<file path="config.mk">
export PLATFORM = sky130hd
export DESIGN_NAME = dot_matrix_scanner
export DESIGN_NICKNAME = d
export VERILOG_FILES = /design/src/rtl/dot_matrix_scanner.sv
export SDC_FILE = /design/constraint.sdc
export NUM_CORES = 1
export LEC_CHECK = 0
export ABC_CLOCK_PERIOD_IN_PS = 2300
export CORE_ASPECT_RATIO = 1.25
export CORE_UTILIZATION = 49
export CTS_CLUSTER_SIZE = 14
export DETAILED_ROUTE_END_ITERATION = 8
export GPL_TIMING_DRIVEN = 1
export PLACE_DENSITY = 0.86
export SLEW_MARGIN = 20
export SYNTH_ARGS = -nofsm -noshare
export SYNTH_HDL_FRONTEND = slang
export SYNTH_SLANG_ARGS = --single-unit
</file>
<file path="constraint.sdc">
create_clock -name clk -period 2.3 [get_ports clk]
set_input_delay 0.46 -clock clk [delete_from_list [all_inputs] [get_ports clk]]
set_output_delay 0.46 -clock clk [all_outputs]
set_load 0.03 [all_outputs]
</file>
<file path="src/rtl/dot_matrix_scanner.sv">
// Row-scan driver for a 16x16 LED dot matrix: BLANK/SHOW per row, frame_done per frame.
// Optional column scrolling is compiled in with `define DOT_SCROLL_EN.
module dot_matrix_scanner #(
  parameter int CLK_DIV       = 4,
  parameter int BLANK_CYCLES  = 1,
  parameter int SCROLL_FRAMES = 8
) (
  input  logic        clk,
  input  logic        rst,
  input  logic        enable,
  input  logic [15:0] col_in,
  output logic [3:0]  row_bin,
  output logic [15:0] row_sel,
  output logic [15:0] col_out,
  output logic        frame_done
);

  localparam int CNT_MAX = (CLK_DIV > BLANK_CYCLES) ? CLK_DIV : BLANK_CYCLES;
  localparam int CNT_W   = (CNT_MAX > 1) ? $clog2(CNT_MAX) : 1;
  localparam logic [CNT_W-1:0] SHOW_LAST  = CNT_W'(CLK_DIV - 1);
  localparam logic [CNT_W-1:0] BLANK_LAST = CNT_W'(BLANK_CYCLES - 1);

  if (CLK_DIV < 1 || BLANK_CYCLES < 1 || SCROLL_FRAMES < 1) begin : g_param_check
    $error("dot_matrix_scanner: CLK_DIV, BLANK_CYCLES and SCROLL_FRAMES must be >= 1");
  end

  typedef enum logic [1:0] {S_IDLE, S_BLANK, S_SHOW} state_t;

  state_t           r_state;
  logic [CNT_W-1:0] r_cnt;
  logic [3:0]       r_row;
  logic [3:0]       r_row_bin;
  logic [15:0]      r_row_sel;
  logic [15:0]      r_col_out;
  logic             r_frame_done;
  logic [15:0]      w_show_col;
  logic             w_frame_end;

  assign w_frame_end = enable && (r_state == S_SHOW) && (r_cnt == SHOW_LAST) && (r_row == 4'd15);

  function automatic logic [15:0] rotl16(input logic [15:0] v, input logic [3:0] s);
    logic [31:0] w;
    w = {v, v} << s;
    return w[31:16];
  endfunction

`ifdef DOT_SCROLL_EN
  localparam int FRM_W = (SCROLL_FRAMES > 1) ? $clog2(SCROLL_FRAMES) : 1;
  localparam logic [FRM_W-1:0] FRM_LAST = FRM_W'(SCROLL_FRAMES - 1);

  logic [3:0]       r_offset;
  logic [FRM_W-1:0] r_frm;

  // Offset and frame count survive enable drops; only rst clears them.
  always_ff @(posedge clk) begin
    if (rst) begin
      r_offset <= 4'd0;
      r_frm    <= '0;
    end else if (w_frame_end) begin
      if (r_frm == FRM_LAST) begin
        r_frm    <= '0;
        r_offset <= r_offset + 4'd1;
      end else begin
        r_frm <= r_frm + 1'b1;
      end
    end
  end

  assign w_show_col = rotl16(col_in, r_offset);
`else
  assign w_show_col = col_in;
`endif

  // r_col_out doubles as the latched column: loaded on SHOW entry, held through SHOW.
  always_ff @(posedge clk) begin
    if (rst || !enable) begin
      r_state      <= S_IDLE;
      r_cnt        <= '0;
      r_row        <= 4'd0;
      r_row_bin    <= 4'd0;
      r_row_sel    <= 16'd0;
      r_col_out    <= 16'd0;
      r_frame_done <= 1'b0;
    end else begin
      r_frame_done <= 1'b0;
      case (r_state)
        S_IDLE: begin
          r_state   <= S_BLANK;
          r_cnt     <= '0;
          r_row     <= 4'd0;
          r_row_bin <= 4'd0;
        end
        S_BLANK: begin
          if (r_cnt == BLANK_LAST) begin
            r_state   <= S_SHOW;
            r_cnt     <= '0;
            r_row_sel <= 16'd1 << r_row;
            r_col_out <= w_show_col;
          end else begin
            r_cnt <= r_cnt + 1'b1;
          end
        end
        S_SHOW: begin
          if (r_cnt == SHOW_LAST) begin
            r_state      <= S_BLANK;
            r_cnt        <= '0;
            r_row        <= r_row + 4'd1;
            r_row_bin    <= r_row + 4'd1;
            r_row_sel    <= 16'd0;
            r_col_out    <= 16'd0;
            r_frame_done <= w_frame_end;
          end else begin
            r_cnt <= r_cnt + 1'b1;
          end
        end
        default: r_state <= S_IDLE;
      endcase
    end
  end

  assign row_bin    = r_row_bin;
  assign row_sel    = r_row_sel;
  assign col_out    = r_col_out;
  assign frame_done = r_frame_done;

endmodule
</file>
==> flow_metrics.py, run 1 <==
metrics = {
    "synth": {
        "synth_fp_nets": 258,
        "synth_top_area_share_pct": 37.9,
        "yosysUniqueCellTypes": 35,
        "synth_ff_type": "dfxtp_1",
        "ys_top_cells_by_area": "dfxtp_1 (38%), o41ai_2 (11%), ha_1 (8.1%)",
        "yosys.area.top_type": "dfxtp_1",
        "async_reset_ff_share_pct": 0,
        "ys_warn_count": 0,
        "synth_area_per_cell_um2": 9.61,
        "yosysSeqAreaShare_pct": 37.9,
        "ys_ff_latch": 41,
        "synthCells": 225,
        "synth_area_mm2": 0.00216,
        "netlist_top_cells_count": "dfxtp_1 (41), inv_1 (24), nand2_1 (22), nand3_1 (21), mux2i_1 (17)",
        "synth-edff-count": 0,
        "synth_most_common_cell": "dfxtp_1",
    },
    "cts": {
        "cts_sinks": 41,
        "holdBufCountCts": 0,
        "root_buffer": "clkbuf_8",
        "cts_tree": "done",
        "post_cts_buffers": 0,
        "cts_max_level": 2,
        "clk_pin_slew_ns": 0.07,
        "numCtsBuffers": 5,
        "cts_resized": 0,
        "clk_latency_ns": 0.29,
        "cts_max_path_buffers": 2,
    },
    "sta": {
        "tns_ns": 0,
        "worst_pin_slew_ns": 0.534,
        "rsz0062_at_grt": "no",
        "finalHoldViolCount": 0,
        "fin_skew_ns": 0.00523,
        "fin_crit_ns": 2.09,
        "drv_slew": 0,
        "period_share_pct": 91.0,
        "relSlewSlack_pct": 64.3,
        "setup_slack_ns": 0.207,
        "setup_viol": 0,
        "max_freq_mhz": 478,
    },
    "grt": {
        "grt_start_max_net_pins": 24,
        "antenna_found_initial": 0,
        "grt_pass1_wl_um": 8290,
        "grt_util_all_layers_pct": 23.3,
        "grt.overflow.total": 0,
        "grt_pass1_vias": 1900,
    },
    "power_and_ir_drop": {
        "switching_power_w": 0.000352,
        "netSwitchingFraction_pct": 25.6,
        "comb_power_share_pct": 14.7,
        "intPower_w": 0.00102,
        "p_per_area_mw_per_mm2": 483,
        "report.power.total_w": 0.00138,
        "p_leak_nw": 1.17,
        "clkPwrFrac_pct": 32.4,
        "pwr-share-seq_pct": 52.9,
        "ir_drop_mv": 0.496,
    },
    "setup_path": {
        "cp_top_family": "buffers and inverters",
        "start_kind": "flip-flop",
        "crit_fanout": 12,
        "critPathMaxStageDelay_ns": 0.76,
        "path_buf_inv": 1,
        "worstSetupEndpointType": "primary output",
        "slowest_stage": "clkdlybuf4s50_1",
        "worst-setup-path-type": "reg2out",
        "path_cells": "clkdlybuf4s50_1",
        "critPathArrivalTime_ns": 1.63,
        "cp.required_ns": 1.84,
    },
    "floorplanning": {
        "die_area_mm2": 0.00469,
        "die_h_um": 76.3,
        "core.rowCount": 26,
        "num_io_pins": 56,
        "initial_core_util_pct": 52.0,
        "core_mm2": 0.00416,
        "die_w_um": 61.4,
    },
    "finish": {
        "antenna_cells": 0,
        "fin_nets": 309,
        "final_layout_size_suffix_gt1_share_pct": 11.6,
        "fin_util_pct": 68.3,
        "area_growth_pct": 31.5,
        "n_fill_cell": 357,
    },
    "detailed_routing": {
        "route.vias.total": 1865,
        "drtIter0Drc": 108,
        "first_pass_iters": 6,
        "detail-route-antenna-nets": 0,
        "drt-wirelength-per-cell_um": 14.8,
        "viasPerCell": 5.60,
        "drc": 0,
        "wl_um": 4940,
    },
    "placement": {
        "hpwl_um": 3480,
        "place_ws_ns": 0.325,
        "io_buffers": 55,
        "gp_congestion": 0.795,
    },
    "flow_run": {
        "cap_violations": 0,
    },
    "worst_hold_path": {
        "hold_path_class": "reg2reg",
    },
    "status": {
        "status": "completed",
    },
}
-- power groups by stage --
stage / Clock [W] / Sequential (W) / Combinational (W)
4_1_cts: 0.000455 / 0.000728 / 0.000202
3_5_place_dp: 0 / 0.000744 / 0.000202
6_report: 0.000445 / 0.000728 / 0.000203
3_3_place_gp: 0 / 0.000744 / 0.000199
5_1_grt: 0.000491 / 0.000729 / 0.000217
2_1_floorplan: 0 / 0.000760 / 0.000113
-- cells in the final DEF, fill, tap and decap left out, types with 7 or more instances in the layout --
cell type	instances
o41ai_2	14
inv_1	24
clkdlybuf4s50_1	55
o311ai_1	9
ha_1	14
mux2i_1	17
o311ai_0	7
buf_4	9
nand3_1	21
nand2_1	22
dfxtp_1	41
-- worst min-delay path, delay by kind of cell, from the launching register on --
family	cells	cell delay, ns
flops	1	0.31
simple gates	1	0.05
mux	1	0.06
-- area by class of cell --
cell class                      count  area (um2)  share of cell area [%]
Multi-Input combinational cell    139        1150                    40.3
Sequential cell                    41         821                    28.8
Timing Repair Buffer               65         638                    22.4
Inverter                           24        90.1                    3.17
Clock buffer                        8        80.1                    2.81
Tap cell                           56        70.1                    2.46
-- logic make-up after synthesis --
| group | share of synthesized area [%] |
|---|---|
| AOI/OAI and AO/OA | 21.1 |
| adders and majority gates | 8.10 |
| buffers and inverters | 9.43 |
| DFF | 37.9 |
| muxes | 8.39 |
| and+or+nand+nor | 15.0 |
-- path summary, 6_finish.rpt --
path              start     endpoint  slack [ns]  cells past startpoint
max reg2reg  r_state[1]  row_sel[14]        0.32                      6
max          row_bin[3]   row_bin[3]        0.21                      1
min reg2reg  row_sel[2]   row_sel[2]        0.46                      2
min          row_sel[2]   row_sel[2]        0.46                      2
-- per-stage QoR --
step | instance area [um2] | std cells | hold slack, ns
finish | 2850 | 333 | 0.462
global route | 2850 | 333 | 0.486
CTS | 2850 | 333 | 0.467
detailed placement | 2770 | 325 | 0.457
global placement | 2770 | 325 | 0.445
floorplan | 2160 | 225 | 0.465
-- sequential cells by signal, indices dropped and copies added (netlist names) --
| signal | flops |
|---|---|
| row_bin | 4 |
| frame_done | 1 |
| row_sel | 16 |
| r_cnt | 2 |
| col_out | 16 |
| r_state | 2 |
-- per-layer routing --
layer	share of wire (%)	track usage (%)	vias to the layer above
li1	-	-	912
met1	42	25.7	898
met2	52	39.3	47
met3	3.4	6.11	8
met4	2.2	12.2	0
met5	0	0	-
Power figures use the tool's default switching activity.
==> inputs of run 2 (changes only) <==
Settings changed: GPL_TIMING_DRIVEN 1 to not set.
==> results of run 2 <==
Final layout, timing and power as in run 1 (identical DEF).
